**config.mk**
```make
export PLATFORM = sky130hd
export DESIGN_NAME = cache_driver
export DESIGN_NICKNAME = d
export VERILOG_FILES = /design/src/rtl/cache_driver.sv
export SDC_FILE = /design/constraint.sdc
export NUM_CORES = 1
export LEC_CHECK = 0
export ABC_AREA = 1
export CAP_MARGIN = 20
export CORE_UTILIZATION = 47
export DETAILED_ROUTE_END_ITERATION = 10
export PLACE_DENSITY = 0.78
export SLEW_MARGIN = 20
export SYNTH_ARGS = -nofsm -noshare
export SYNTH_HDL_FRONTEND = slang
export SYNTH_SLANG_ARGS = --single-unit
```
**constraint.sdc**
```tcl
create_clock -name clk -period 2.4 [get_ports clk]
set_clock_uncertainty 0.15 [all_clocks]
set_input_delay 0.72 -clock clk [delete_from_list [all_inputs] [get_ports clk]]
set_output_delay 0.72 -clock clk [all_outputs]
set_load 0.01 [all_outputs]
```
**src/rtl/cache_driver.sv**
```systemverilog
// rtl/cache_driver.sv - steps the cache-test ROM, issues cache requests, counts cycles/hits/misses
// Holds each request through cache stalls; a stall run reaching STALL_TIMEOUT aborts the list.
module cache_driver #(
  parameter int STALL_TIMEOUT = 64,
  parameter int CNT_WIDTH     = 32
) (
  input  logic                 clk,
  input  logic                 rst,
  output logic [3:0]           index,
  input  logic                 inst_valid,
  input  logic                 inst_write,
  input  logic [31:0]          inst_addr,
  input  logic [2:0]           inst_u_b_h_w,
  output logic                 cache_en,
  output logic                 cache_we,
  output logic [31:0]          cache_addr,
  output logic [2:0]           cache_u_b_h_w,
  output logic [31:0]          cache_din,
  input  logic                 cache_stall,
  output logic                 done,
  output logic                 error,
  output logic [CNT_WIDTH-1:0] cycle_count,
  output logic [15:0]          hit_count,
  output logic [15:0]          miss_count
);

  localparam logic RUN  = 1'b0;
  localparam logic DONE = 1'b1;

  localparam int SW = $clog2(STALL_TIMEOUT) + 1;
  localparam logic [SW-1:0] STALL_LAST = SW'(STALL_TIMEOUT - 1);

  logic                 r_state;
  logic [3:0]           r_index;
  logic                 r_done;
  logic                 r_error;
  logic [CNT_WIDTH-1:0] r_cycle_count;
  logic [15:0]          r_hit_count;
  logic [15:0]          r_miss_count;
  logic                 r_stalled;
  logic [SW-1:0]        r_stall_cnt;

  logic w_run;

  assign w_run = (r_state == RUN);

  // Request path is combinational from the ROM so a hit completes in the cycle it is presented.
  assign cache_en      = w_run & inst_valid;
  assign cache_we      = w_run & inst_valid & inst_write;
  assign cache_addr    = inst_addr;
  assign cache_u_b_h_w = inst_u_b_h_w;
  assign cache_din     = {16'hA5A5, inst_addr[15:0]};

  assign index       = r_index;
  assign done        = r_done;
  assign error       = r_error;
  assign cycle_count = r_cycle_count;
  assign hit_count   = r_hit_count;
  assign miss_count  = r_miss_count;

  always_ff @(posedge clk or negedge rst) begin
    if (!rst) begin
      r_state       <= RUN;
      r_index       <= 4'd0;
      r_done        <= 1'b0;
      r_error       <= 1'b0;
      r_cycle_count <= '0;
      r_hit_count   <= 16'd0;
      r_miss_count  <= 16'd0;
      r_stalled     <= 1'b0;
      r_stall_cnt   <= '0;
    end else if (r_state == RUN) begin
      if (!inst_valid) begin
        r_state <= DONE;
        r_done  <= 1'b1;
      end else begin
        if (r_cycle_count != {CNT_WIDTH{1'b1}}) begin
          r_cycle_count <= r_cycle_count + CNT_WIDTH'(1);
        end
        if (cache_stall) begin
          r_stalled <= 1'b1;
          // The aborted request is never credited as a hit or miss.
          if (r_stall_cnt == STALL_LAST) begin
            r_error <= 1'b1;
            r_done  <= 1'b1;
            r_state <= DONE;
          end else begin
            r_stall_cnt <= r_stall_cnt + SW'(1);
          end
        end else begin
          if (r_stalled) begin
            if (r_miss_count != 16'hFFFF) begin
              r_miss_count <= r_miss_count + 16'd1;
            end
          end else begin
            if (r_hit_count != 16'hFFFF) begin
              r_hit_count <= r_hit_count + 16'd1;
            end
          end
          r_stalled   <= 1'b0;
          r_stall_cnt <= '0;
          if (r_index == 4'hF) begin
            r_done  <= 1'b1;
            r_state <= DONE;
          end else begin
            r_index <= r_index + 4'd1;
          end
        end
      end
    end
  end

endmodule

```
==> metrics <==
setup ws final 105 ps; Avg Synthesized Cell Area 7.07 µm²; Layout Nets ~840; antenna violations before repair 0; Root Buffer clkbuf_8; Cells after Synth 747; via-per-instance ratio just under 5; cts bufs inserted 9; Synth warnings 0; Sink Count 79; H-tree depth 3; clock latency on the worst-skew pair 350 ps; RD Place Congestion 0.911; Seq/Total Area, Yosys 37.4%; Max-cap violations 0; TritonRoute pass-1 iters 5; Crit Path Max Fanout 7; die area 11,700 µm²; distinct cell type count after synthesis 30; vias in the first global route 4,073; synthesis-to-layout area growth 14.5%; post-layout min period 2300 ps; Ports 179; crit-path cells clkdlybuf4s50_1; die extent in x 108 µm; Max Transition Viols Final 0; largest net degree at the start of global routing 30; # DRC 0; Setup Crit Path Kind flip-flop to output port; CP max stage cell clkdlybuf4s50_1; synthesized flop and latch total 79; I/O Buffers 76; # rows 38; Req. time, crit path 1530 ps; pre-CTS setup slack -500 ps; CP arrival about 1400 ps; total global routing track utilization 20.4%; clk slew on worst S/H paths approximately 90 ps; crit start category flip-flop; DRT Wirelength 11,300 µm; max incr delay on CP 590 ps; Worst Hold Class input port to async pin; worst vdd ir 0.000304 V; Final setup viols 0; DP Cell Count ~900; Initial Utilization 48.5%; dpl hpwl 8570 µm; Post-DRT Antenna Nets 0; via total after detailed routing ~4,500; first-pass GRT wire length 18,900 µm; Core Area 10,900 µm²; n_diodes 0; outcome finished, final reports clean; fin crit share between 90% and 100%; fmax approximately 0.44 GHz; clk buf depth 2; LEAKAGE roughly 2.7 nW; synthesized cell area 5280 µm²; Die Ht ~110 µm; grt ovf 0; # Post-CTS Setup Buffers 0; Iter 0 DRT Violations 203; Final Hold Fails 0; Worst Setup End Kind output port; CP bufs+invs 1; final std cells w/o fill 936; drt wl/cell 12.0 µm; Cell Pwr Density 402 nW/µm²; final hold slack 138 ps; RSZ-0062 raised after global routing no; Top delay family on crit path buffers and inverters; share of cells above drive strength 1 slightly below 8%; TritonCTS clock tree yes
[metal layers]
| metal | routed length [µm] | share of wire, % | track usage, % | vias up |
|---|---|---|---|---|
| met5 | 0 | 0 | 0 | - |
| met4 | 185 | 1.6 | 8.22 | 0 |
| met3 | 507 | 4.5 | 3.13 | 22 |
| met2 | 5120 | 46 | 32.4 | 114 |
| met1 | 5440 | 48 | 27.7 | 2058 |
| li1 | - | - | - | 2335 |
[layout make-up]
type	instances	area, µm²
flip-flops and latches	79	1980
repair buffers	95	915
multi-input cells	541	2530
well taps	140	175
clock inverters	7	78.8
inverters	65	244
fillers	1047	4840
clock buffers	9	124
[Yosys cell counts, drive strengths merged]
| master | number | area share (%) |
|---|---|---|
| nand2 | 283 | 21 |
| nor2 | 89 | 7.1 |
| dfrtp | 79 | 37 |
| buf | 76 | 11 |
| inv | 65 | 4.6 |
| nand3 | 51 | 4.9 |
| o21ai | 23 | 2.2 |
| xnor2 | 21 | 3.5 |
| nand4 | 18 | 2.1 |
| xor2 | 14 | 2.3 |
| nor3 | 9 | 0.95 |
| ha | 5 | 1.2 |
| nand3b | 5 | 0.71 |
| a21oi | 2 | 0.19 |
| a31o | 2 | 0.33 |
| conb | 2 | 0.14 |
| a21o | 1 | 0.14 |
| and2 | 1 | 0.12 |
| o21a | 1 | 0.14 |
[stage by stage]
stage                     util, %  instance area (µm²)  total power, mW  TNS [ps]
after floorplan                 -                 5330             1.48         0
after global placement       53.7                 5850             1.43     -5020
after detailed placement     53.7                 5850             1.43     -6200
after CTS                    55.5                 6040             2.46         0
after global routing         55.5                 6040             2.52         0
final                        55.5                 6040             2.43         0
[kinds of logic after synthesis]
group	synth area share [%]
and+or+nand+nor	36.8
adders and majority gates	1.18
DFF	37.4
AOI/OAI and AO/OA	2.99
xor gates and xnor gates	5.81
other	0.142
buffers and inverters	15.6
[sequential cells by signal, indices dropped and copies added (netlist names)]
signal and flops:
r_state 1, hit_count 16, error 1, r_stall_cnt 7
done 1, miss_count 16, cycle_count 32, r_stalled 1
index 4
[where the power goes]
| group | internal [mW] | switching, mW | leakage (nW) |
|---|---|---|---|
| Clock | 0.492 | 0.541 | 0.0929 |
| Sequential | 1.33 | 0.00229 | 1.06 |
| Combinational | 0.0182 | 0.0448 | 1.55 |
| Total | 1.84 | 0.588 | 2.70 |
[final timing paths]
path | to | start | cells past startpoint | slack (ps)
setup / recovery | miss_count[2] | miss_count[2]$_DFFE_PN0P_ | 1 | 100
hold / removal | miss_count[5]$_DFFE_PN0P_ | rst | 1 | 140
setup reg to reg | cycle_count[24]$_DFFE_PN0P_ | cycle_count[0]$_DFFE_PN0P_ | 8 | 450
hold reg to reg | done$_DFFE_PN0P_ | done$_DFFE_PN0P_ | 1 | 330
max in group asynchronous | r_state$_DFF_PN0_ | rst | 2 | 1480
min in group clk | done$_DFFE_PN0P_ | done$_DFFE_PN0P_ | 1 | 330
[layout by cell type, fill, tap and decap left out, types with 2 or more instances in the layout]
| cell type | count |
|---|---|
| a21oi_1 | 2 |
| a31o_2 | 2 |
| buf_12 | 2 |
| buf_2 | 2 |
| buf_4 | 18 |
| clkbuf_8 | 9 |
| clkdlybuf4s50_1 | 72 |
| clkinvlp_4 | 3 |
| conb_1 | 16 |
| dfrtp_1 | 79 |
| ha_1 | 5 |
| inv_1 | 60 |
| inv_2 | 5 |
| inv_6 | 3 |
| nand2_1 | 274 |
| nand2_2 | 6 |
| nand2_4 | 3 |
| nand3_1 | 50 |
| nand3b_1 | 5 |
| nand4_1 | 18 |
| nor2_1 | 82 |
| nor2_2 | 2 |
| nor2_4 | 5 |
| nor3_1 | 8 |
| o21ai_0 | 16 |
| o21ai_1 | 7 |
| xnor2_1 | 21 |
| xor2_1 | 14 |
[repair_timing]
action	in CTS	in global routing
hold buffers	0	0
hold endpoints to repair	0	0
resized for setup	10	0
endpoints found under the setup margin	2	0
Note: power is estimated with default switching activity, not from simulation.
